`src/rtl/bundle_pack_pkg.sv`:
```
// bundle_pack_pkg
//   Shared definitions for the bundle packing family.
//   - calc_rec_w / calc_tot_w / calc_num_beats / calc_idx_w: derived widths.
//   - pack_state_e: packer FSM states.
//   - field_offset: bit offset of each record field inside one record,
//     LSB to MSB: b, then for each bar entry j: d[j], c[j], then a.
//     An unpacker uses the same function so both sides agree on layout.
package bundle_pack_pkg;

  typedef enum logic {
    IDLE = 1'b0,
    SEND = 1'b1
  } pack_state_e;

  typedef enum logic [1:0] {
    FLD_B = 2'd0,
    FLD_D = 2'd1,
    FLD_C = 2'd2,
    FLD_A = 2'd3
  } field_kind_e;

  function automatic int calc_rec_w(input int a_w, input int bar_depth,
                                    input int c_w, input int d_w, input int b_w);
    return a_w + bar_depth * (c_w + d_w) + b_w;
  endfunction

  function automatic int calc_tot_w(input int num_elem, input int rec_w);
    return num_elem * rec_w;
  endfunction

  function automatic int calc_num_beats(input int tot_w, input int beat_w);
    return (tot_w + beat_w - 1) / beat_w;
  endfunction

  // Beat index width; never narrower than one bit.
  function automatic int calc_idx_w(input int num_beats);
    return (num_beats > 1) ? $clog2(num_beats) : 1;
  endfunction

  // Offset of a field within a record. j selects the bar entry for FLD_D/FLD_C.
  function automatic int field_offset(input field_kind_e kind, input int j,
                                      input int bar_depth, input int c_w,
                                      input int d_w, input int b_w);
    int pair_w;
    int off;
    pair_w = c_w + d_w;
    case (kind)
      FLD_B:   off = 0;
      FLD_D:   off = b_w + j * pair_w;
      FLD_C:   off = b_w + j * pair_w + d_w;
      default: off = b_w + bar_depth * pair_w;
    endcase
    return off;
  endfunction

endpackage

```
`src/rtl/bundle_flatten.sv`:
```
// bundle_flatten
//   Purely combinational: maps a vector of NUM_ELEM records onto one flat
//   word. Element e occupies flat[e*REC_W +: REC_W]; fields inside a record
//   are placed by bundle_pack_pkg::field_offset.
// Ports:
//   in_a      NUM_ELEM*A_W             field a per element
//   in_bar_c  NUM_ELEM*BAR_DEPTH*C_W   c of bar entry (e*BAR_DEPTH+j)
//   in_bar_d  NUM_ELEM*BAR_DEPTH*D_W   d of bar entry (e*BAR_DEPTH+j)
//   in_b      NUM_ELEM*B_W             field b per element
//   flat      TOT_W                    packed record vector
module bundle_flatten
  import bundle_pack_pkg::*;
#(
  parameter int NUM_ELEM  = 2,
  parameter int BAR_DEPTH = 2,
  parameter int A_W       = 10,
  parameter int C_W       = 1,
  parameter int D_W       = 20,
  parameter int B_W       = 11,
  localparam int REC_W    = calc_rec_w(A_W, BAR_DEPTH, C_W, D_W, B_W),
  localparam int TOT_W    = calc_tot_w(NUM_ELEM, REC_W)
) (
  input  logic [NUM_ELEM*A_W-1:0]           in_a,
  input  logic [NUM_ELEM*BAR_DEPTH*C_W-1:0] in_bar_c,
  input  logic [NUM_ELEM*BAR_DEPTH*D_W-1:0] in_bar_d,
  input  logic [NUM_ELEM*B_W-1:0]           in_b,
  output logic [TOT_W-1:0]                  flat
);

  localparam int B_OFF = field_offset(FLD_B, 0, BAR_DEPTH, C_W, D_W, B_W);
  localparam int A_OFF = field_offset(FLD_A, 0, BAR_DEPTH, C_W, D_W, B_W);

  for (genvar gi = 0; gi < NUM_ELEM; gi++) begin : g_elem
    localparam int BASE = gi * REC_W;

    assign flat[BASE + B_OFF +: B_W] = in_b[gi*B_W +: B_W];
    assign flat[BASE + A_OFF +: A_W] = in_a[gi*A_W +: A_W];

    for (genvar gj = 0; gj < BAR_DEPTH; gj++) begin : g_bar
      localparam int IDX   = gi * BAR_DEPTH + gj;
      localparam int D_OFF = field_offset(FLD_D, gj, BAR_DEPTH, C_W, D_W, B_W);
      localparam int C_OFF = field_offset(FLD_C, gj, BAR_DEPTH, C_W, D_W, B_W);

      assign flat[BASE + D_OFF +: D_W] = in_bar_d[IDX*D_W +: D_W];
      assign flat[BASE + C_OFF +: C_W] = in_bar_c[IDX*C_W +: C_W];
    end
  end

endmodule

```
`src/rtl/bundle_beat_packer.sv`:
```
// bundle_beat_packer
//   Captures a vector of NUM_ELEM records on the input handshake, flattens it
//   and streams the flat word out as NUM_BEATS beats of BEAT_W bits.
//   Bits at TOT_W and above in the last beat are zero.
// Ports:
//   clock, reset_n                   clock, asynchronous active-low reset
//   in_valid / in_ready              input vector handshake
//   in_a, in_bar_c, in_bar_d, in_b   record fields (see bundle_flatten)
//   out_valid / out_ready            beat handshake
//   out_data                         current beat
//   out_idx                          beat position in the flat word
//   out_last                         final beat of the vector
module bundle_beat_packer
  import bundle_pack_pkg::*;
#(
  parameter int NUM_ELEM  = 2,
  parameter int BAR_DEPTH = 2,
  parameter int A_W       = 10,
  parameter int C_W       = 1,
  parameter int D_W       = 20,
  parameter int B_W       = 11,
  parameter int BEAT_W    = 42,
  parameter int MSB_FIRST = 0,
  localparam int REC_W     = calc_rec_w(A_W, BAR_DEPTH, C_W, D_W, B_W),
  localparam int TOT_W     = calc_tot_w(NUM_ELEM, REC_W),
  localparam int NUM_BEATS = calc_num_beats(TOT_W, BEAT_W),
  localparam int IDX_W     = calc_idx_w(NUM_BEATS)
) (
  input  logic                              clock,
  input  logic                              reset_n,
  input  logic                              in_valid,
  output logic                              in_ready,
  input  logic [NUM_ELEM*A_W-1:0]           in_a,
  input  logic [NUM_ELEM*BAR_DEPTH*C_W-1:0] in_bar_c,
  input  logic [NUM_ELEM*BAR_DEPTH*D_W-1:0] in_bar_d,
  input  logic [NUM_ELEM*B_W-1:0]           in_b,
  output logic                              out_valid,
  input  logic                              out_ready,
  output logic [BEAT_W-1:0]                 out_data,
  output logic [IDX_W-1:0]                  out_idx,
  output logic                              out_last
);

  // The beat arrays are sized to the full index range so every counter value
  // selects a defined (zero) slot, even when NUM_BEATS is not a power of two.
  localparam int SLOTS = 1 << IDX_W;
  localparam int PAD_W = SLOTS * BEAT_W;

  localparam logic [IDX_W-1:0] START_IDX = (MSB_FIRST != 0) ? IDX_W'(NUM_BEATS - 1) : '0;
  localparam logic [IDX_W-1:0] TERM_IDX  = (MSB_FIRST != 0) ? '0 : IDX_W'(NUM_BEATS - 1);

  logic [TOT_W-1:0]  flat;
  logic [PAD_W-1:0]  flat_pad;
  logic [BEAT_W-1:0] in_beat   [SLOTS];
  logic [BEAT_W-1:0] hold_beat [SLOTS];

  pack_state_e       state_reg, state_next;
  logic [PAD_W-1:0]  hold_reg, hold_next;
  logic [IDX_W-1:0]  cnt_reg, cnt_next, cnt_step;
  logic [BEAT_W-1:0] data_reg, data_next;
  logic              last_reg, last_next;
  logic              capture;
  logic              advance;

  bundle_flatten #(
    .NUM_ELEM  (NUM_ELEM),
    .BAR_DEPTH (BAR_DEPTH),
    .A_W       (A_W),
    .C_W       (C_W),
    .D_W       (D_W),
    .B_W       (B_W)
  ) u_flatten (
    .in_a     (in_a),
    .in_bar_c (in_bar_c),
    .in_bar_d (in_bar_d),
    .in_b     (in_b),
    .flat     (flat)
  );

  always_comb begin
    flat_pad = '0;
    flat_pad[TOT_W-1:0] = flat;
  end

  for (genvar gi = 0; gi < SLOTS; gi++) begin : g_beat
    assign in_beat[gi]   = flat_pad[gi*BEAT_W +: BEAT_W];
    assign hold_beat[gi] = hold_reg[gi*BEAT_W +: BEAT_W];
  end

  // ---------------------------------------------------------------- FSM
  always_ff @(posedge clock or negedge reset_n) begin
    if (!reset_n) begin
      state_reg <= IDLE;
    end else begin
      state_reg <= state_next;
    end
  end

  always_comb begin
    state_next = state_reg;
    capture    = 1'b0;
    advance    = 1'b0;
    in_ready   = 1'b0;
    case (state_reg)
      IDLE: begin
        in_ready = 1'b1;
        if (in_valid) begin
          capture    = 1'b1;
          state_next = SEND;
        end
      end
      SEND: begin
        if (out_ready) begin
          if (!last_reg) begin
            advance = 1'b1;
          end else begin
            // Last beat leaves this cycle, so a new vector can be taken
            // in the same cycle without a bubble.
            in_ready = 1'b1;
            if (in_valid) begin
              capture = 1'b1;
            end else begin
              state_next = IDLE;
            end
          end
        end
      end
      default: state_next = IDLE;
    endcase
  end

  assign out_valid = (state_reg == SEND);

  // ------------------------------------------------------------ datapath
  assign cnt_step = (MSB_FIRST != 0) ? (cnt_reg - IDX_W'(1)) : (cnt_reg + IDX_W'(1));

  // The first beat is taken straight from the live flat word so it is
  // presented one cycle after the handshake; later beats come from hold_reg.
  always_comb begin
    hold_next = hold_reg;
    cnt_next  = cnt_reg;
    data_next = data_reg;
    last_next = last_reg;
    if (capture) begin
      hold_next = flat_pad;
      cnt_next  = START_IDX;
      data_next = in_beat[START_IDX];
      last_next = (START_IDX == TERM_IDX);
    end else if (advance) begin
      cnt_next  = cnt_step;
      data_next = hold_beat[cnt_step];
      last_next = (cnt_step == TERM_IDX);
    end
  end

  always_ff @(posedge clock or negedge reset_n) begin
    if (!reset_n) begin
      hold_reg <= '0;
      cnt_reg  <= '0;
      data_reg <= '0;
      last_reg <= 1'b0;
    end else begin
      hold_reg <= hold_next;
      cnt_reg  <= cnt_next;
      data_reg <= data_next;
      last_reg <= last_next;
    end
  end

  assign out_data = data_reg;
  assign out_idx  = cnt_reg;
  assign out_last = last_reg;

endmodule

```
`config.mk`:
```
export PLATFORM = sky130hd
export DESIGN_NAME = bundle_beat_packer
export DESIGN_NICKNAME = d
export VERILOG_FILES = /design/src/rtl/bundle_pack_pkg.sv /design/src/rtl/bundle_flatten.sv /design/src/rtl/bundle_beat_packer.sv
export SDC_FILE = /design/constraint.sdc
export NUM_CORES = 1
export LEC_CHECK = 0
export ABC_AREA = 0
export BUFFER_PORTS_ARGS = -buffer_cell sky130_fd_sc_hd__buf_4
export CAP_MARGIN = 30
export CELL_PAD_IN_SITES_DETAIL_PLACEMENT = 0
export CELL_PAD_IN_SITES_GLOBAL_PLACEMENT = 2
export CORE_MARGIN = 1
export CORE_UTILIZATION = 39
export CTS_CLUSTER_SIZE = 16
export DETAILED_ROUTE_END_ITERATION = 6
export PLACE_DENSITY = 0.83
export SETUP_SLACK_MARGIN = 0.2
export SYNTH_ARGS = -nofsm -noshare
export SYNTH_HDL_FRONTEND = slang
export SYNTH_HIERARCHICAL = 1
export SYNTH_SLANG_ARGS = --single-unit
```
`constraint.sdc`:
```
create_clock -name clock -period 3.1 [get_ports clock]
set_input_delay 0.155 -clock clock [delete_from_list [all_inputs] [get_ports clock]]
set_output_delay 0.155 -clock clock [all_outputs]
set_load 0.01 [all_outputs]
```
==> reports/summary.json <==
{
  "cts.htree.levels": {"value": 4},
  "post_syn_area": {"value": 9140, "unit": "µm²"},
  "finalMaxSlewViolations": {"value": 0},
  "grt_antenna_before_repair": {"value": 0},
  "post_synth.cell_area_avg": {"value": 11.8, "unit": "µm²"},
  "ant_nets": {"value": 0},
  "grt_pass1_vias": {"value": 6700},
  "clock_path_buffers": {"value": 2},
  "timing_worst_slew_pin_value": {"value": 0.905, "unit": "ns"},
  "final_min_period_over_clock_period": {"value": 0.791},
  "cts_made_buffers": {"value": 17},
  "clkSlewWorstSetupHoldPaths": {"value": 0.07, "unit": "ns"},
  "finalHoldViolCount": {"value": 0},
  "dr.first_iter.drc_count": {"value": 334},
  "clock_tree_from_tritoncts": {"value": "built"},
  "fin_util": {"value": 0.511},
  "floorplan.io_pins": {"value": 177},
  "worst_hold_path_type": {"value": "in -> reg"},
  "start_util": {"value": 0.400},
  "startpoint_type": {"value": "flip-flop"},
  "finalNonFillerCells": {"value": 1246},
  "largest_register_ffs": {"value": 126},
  "reg2regPathDepth": {"value": 6},
  "detailedRoute.firstPassIterationCount": {"value": 4},
  "setup_viol_count_final": {"value": 0},
  "post_cts.resized_instances": {"value": 0},
  "number_of_distinct_library_cell_variants_in_the_gate_level_netlist_after_synthesis": {"value": 29},
  "final_critical_path_setup_slack": {"value": 0.648, "unit": "ns"},
  "top_achievable_clock_speed": {"value": 408, "unit": "MHz"},
  "synth_seq_area_share": {"value": 0.471},
  "maximum_number_of_pins_on_one_net_before_global_route_repair": {"value": 77},
  "critical_path.endpoint_type": {"value": "flip-flop"},
  "vias_per_cell": {"value": 5.14},
  "chip_height": {"value": 155, "unit": "µm"},
  "power_density": {"value": 952, "unit": "nW/µm²"},
  "globalRouteTotalUtil": {"value": 0.197},
  "postLayoutCellArea": {"value": 11700, "unit": "µm²"},
  "avgRoutedWirePerCell": {"value": 18.5, "unit": "µm"},
  "yosys_warnings": {"value": 6},
  "cp_max_fo": {"value": 27},
  "diodes": {"value": 0},
  "critical-path-max-stage-delay": {"value": 0.56, "unit": "ns"},
  "port_buffers": {"value": 176},
  "worst-endpoint-required": {"value": 3.42, "unit": "ns"},
  "floorplan.die_area": {"value": 24100, "unit": "µm²"},
  "hold-worst-slack": {"value": 0.0243, "unit": "ns"},
  "critical_path.cell_chain": {"value": "inv_1, ha_2, nor2b_4, buf_4, a221oi_1, a211oi_1"},
  "gr-total-overflow": {"value": 0},
  "placed_cell_area": {"value": 9830, "unit": "µm²"},
  "cts_root_buffer": {"value": "sky130_fd_sc_hd__clkbuf_16"},
  "post-route-min-period": {"value": 2.45, "unit": "ns"},
  "vias": {"value": 6403},
  "synthesis.nets": {"value": 906},
  "layout_cells_sized_above_1": {"value": 0.454},
  "fin_nets": {"value": 1052},
  "placementRows": {"value": 55},
  "area_delta_synth_final": {"value": 27.6, "unit": "%"},
  "vdd_ir_drop_max": {"value": 0.386, "unit": "mV"},
  "leak_pwr": {"value": 5.02, "unit": "nW"},
  "grt_pass1_wl": {"value": 36600, "unit": "µm"},
  "synth.top_cells.by_area": {"value": "sky130_fd_sc_hd__dfrtp_1 (47%), sky130_fd_sc_hd__mux2_2 (16%), sky130_fd_sc_hd__buf_4 (10%), sky130_fd_sc_hd__a221oi_1 (3.9%), sky130_fd_sc_hd__or3b_2 (3.9%)"},
  "dp_hpwl": {"value": 13800, "unit": "µm"},
  "synth_top_area_frac": {"value": 0.471},
  "timing_worst_setup_path_type": {"value": "reg -> reg"},
  "synth_largest_area_cell": {"value": "sky130_fd_sc_hd__dfrtp_1"},
  "finClkSkew": {"value": 0.0119, "unit": "ns"},
  "holdPathStages": {"value": 3},
  "tns": {"value": 0, "unit": "ns"},
  "report.power.total": {"value": 11.1, "unit": "mW"},
  "final_replace_weighted_congestion": {"value": 0.747},
  "syn_inst": {"value": 775},
  "outcome": {"value": "finished clean"},
  "placed_instances": {"value": 1094},
  "cts-hold-fix-buffers": {"value": 121},
  "die_width": {"value": 155, "unit": "µm"},
  "synth-seq-cells": {"value": 172},
  "worst-r2r-setup-slack": {"value": 0.65, "unit": "ns"},
  "cpMaxStageDelayCell": {"value": "sky130_fd_sc_hd__ha_2"},
  "clock_sinks": {"value": 172},
  "drt_wl_total": {"value": 23000, "unit": "µm"},
  "grt_setup_unrepaired": {"value": "false"},
  "placeableCoreArea": {"value": 22800, "unit": "µm²"},
  "timing.max_slew.rel_slack": {"value": 0.396},
  "number_of_maximum_capacitance_violations": {"value": 0},
  "place_ws": {"value": 0.634, "unit": "ns"},
  "cp.arrival": {"value": 2.77, "unit": "ns"},
  "post-cts-setup-buffers": {"value": 0},
  "drc_errors": {"value": 0},
  "clk_latency": {"value": 0.42, "unit": "ns"}
}
## power by group
group          total, mW  leakage, nW  internal [mW]  switching, mW
Clock               2.27        0.299           1.31          0.955
Sequential          4.15         2.02           3.40          0.747
Combinational       4.68         2.70           2.57           2.12
Total               11.1         5.02           7.28           3.82
## worst paths after layout
check                            start      endpoint
min in group asynchronous      reset_n  hold_reg[87]
setup / recovery            out_idx[1]   out_data[6]
hold reg to reg            hold_reg[3]   hold_reg[3]
hold / removal                 in_b[7]   out_data[7]
max in group asynchronous      reset_n  hold_reg[59]
setup reg to reg            out_idx[1]   out_data[6]
## placed cells by master (no fill, tap or decap), drive strengths merged
cell type / netlist / layout
a211oi: 16 / 16
a21boi: 1 / 1
a221o: 1 / 1
a221oi: 41 / 41
a22o: 3 / 3
a2bb2oi: 1 / 1
buf: 158 / 194
bufinv: 0 / 3
clkbuf: 30 / 18
clkinv: 0 / 4
clkinvlp: 0 / 2
dfrtp: 172 / 172
dlygate4sd3: 0 / 121
ha: 1 / 1
inv: 21 / 25
mux2: 153 / 153
nand2: 1 / 1
nand2b: 2 / 2
nand3b: 2 / 2
nor2: 3 / 3
nor2b: 2 / 2
nor3: 50 / 50
o21ai: 33 / 33
o221a: 1 / 1
o22ai: 1 / 1
o31ai: 41 / 41
or3b: 41 / 41
## kinds of logic after synthesis
logic type	Yosys count	synth area share
DFF	172	0.471
adders and majority gates	1	0.00137
and+or+nand+nor	101	0.0735
muxes	153	0.197
AOI/OAI and AO/OA	139	0.113
buffers and inverters	209	0.145
## synthesized netlist by cell type
cell type,count
sky130_fd_sc_hd__a211oi_1,16
sky130_fd_sc_hd__mux2_4,20
sky130_fd_sc_hd__inv_1,20
sky130_fd_sc_hd__mux2_2,129
sky130_fd_sc_hd__nand3b_1,2
sky130_fd_sc_hd__inv_2,1
sky130_fd_sc_hd__buf_6,4
sky130_fd_sc_hd__a2bb2oi_1,1
sky130_fd_sc_hd__mux2_1,4
sky130_fd_sc_hd__nand2_1,1
sky130_fd_sc_hd__or3b_2,41
sky130_fd_sc_hd__ha_1,1
sky130_fd_sc_hd__nor2b_1,2
sky130_fd_sc_hd__a221oi_1,41
sky130_fd_sc_hd__nor2_4,1
sky130_fd_sc_hd__a221o_1,1
sky130_fd_sc_hd__buf_4,126
sky130_fd_sc_hd__nor2_1,2
sky130_fd_sc_hd__nand2b_1,2
sky130_fd_sc_hd__o22ai_1,1
sky130_fd_sc_hd__o21ai_0,33
sky130_fd_sc_hd__dfrtp_1,172
sky130_fd_sc_hd__nor3_1,50
sky130_fd_sc_hd__buf_2,28
sky130_fd_sc_hd__o31ai_1,41
sky130_fd_sc_hd__clkbuf_1,30
sky130_fd_sc_hd__o221a_2,1
sky130_fd_sc_hd__a22o_1,3
sky130_fd_sc_hd__a21boi_4,1
## critical path, delay by kind of cell, from the launching register on
family,cells,cell delay [ns]
buf+inv,2,0.53
compound gates,2,0.41
simple gates,1,0.46
flops,1,0.37
fa+ha+maj,1,0.56
## layer usage
layer  track usage  wire (µm)  vias up
met5             0          0        -
met4        0.0382        110        0
met3        0.0370       1020        6
met2         0.324      11000      191
met1         0.272      10900     3219
li1              -          -     2987
## area by class of cell
class	count	area, µm²
inverter	21	78.8
multi-input combinational	394	3530
tap	313	392
fill	2035	11200
sequential	172	4310
timing repair buffer	315	2730
clock inverter	13	183
clock buffer	18	439
Power figures use the tool's default switching activity.
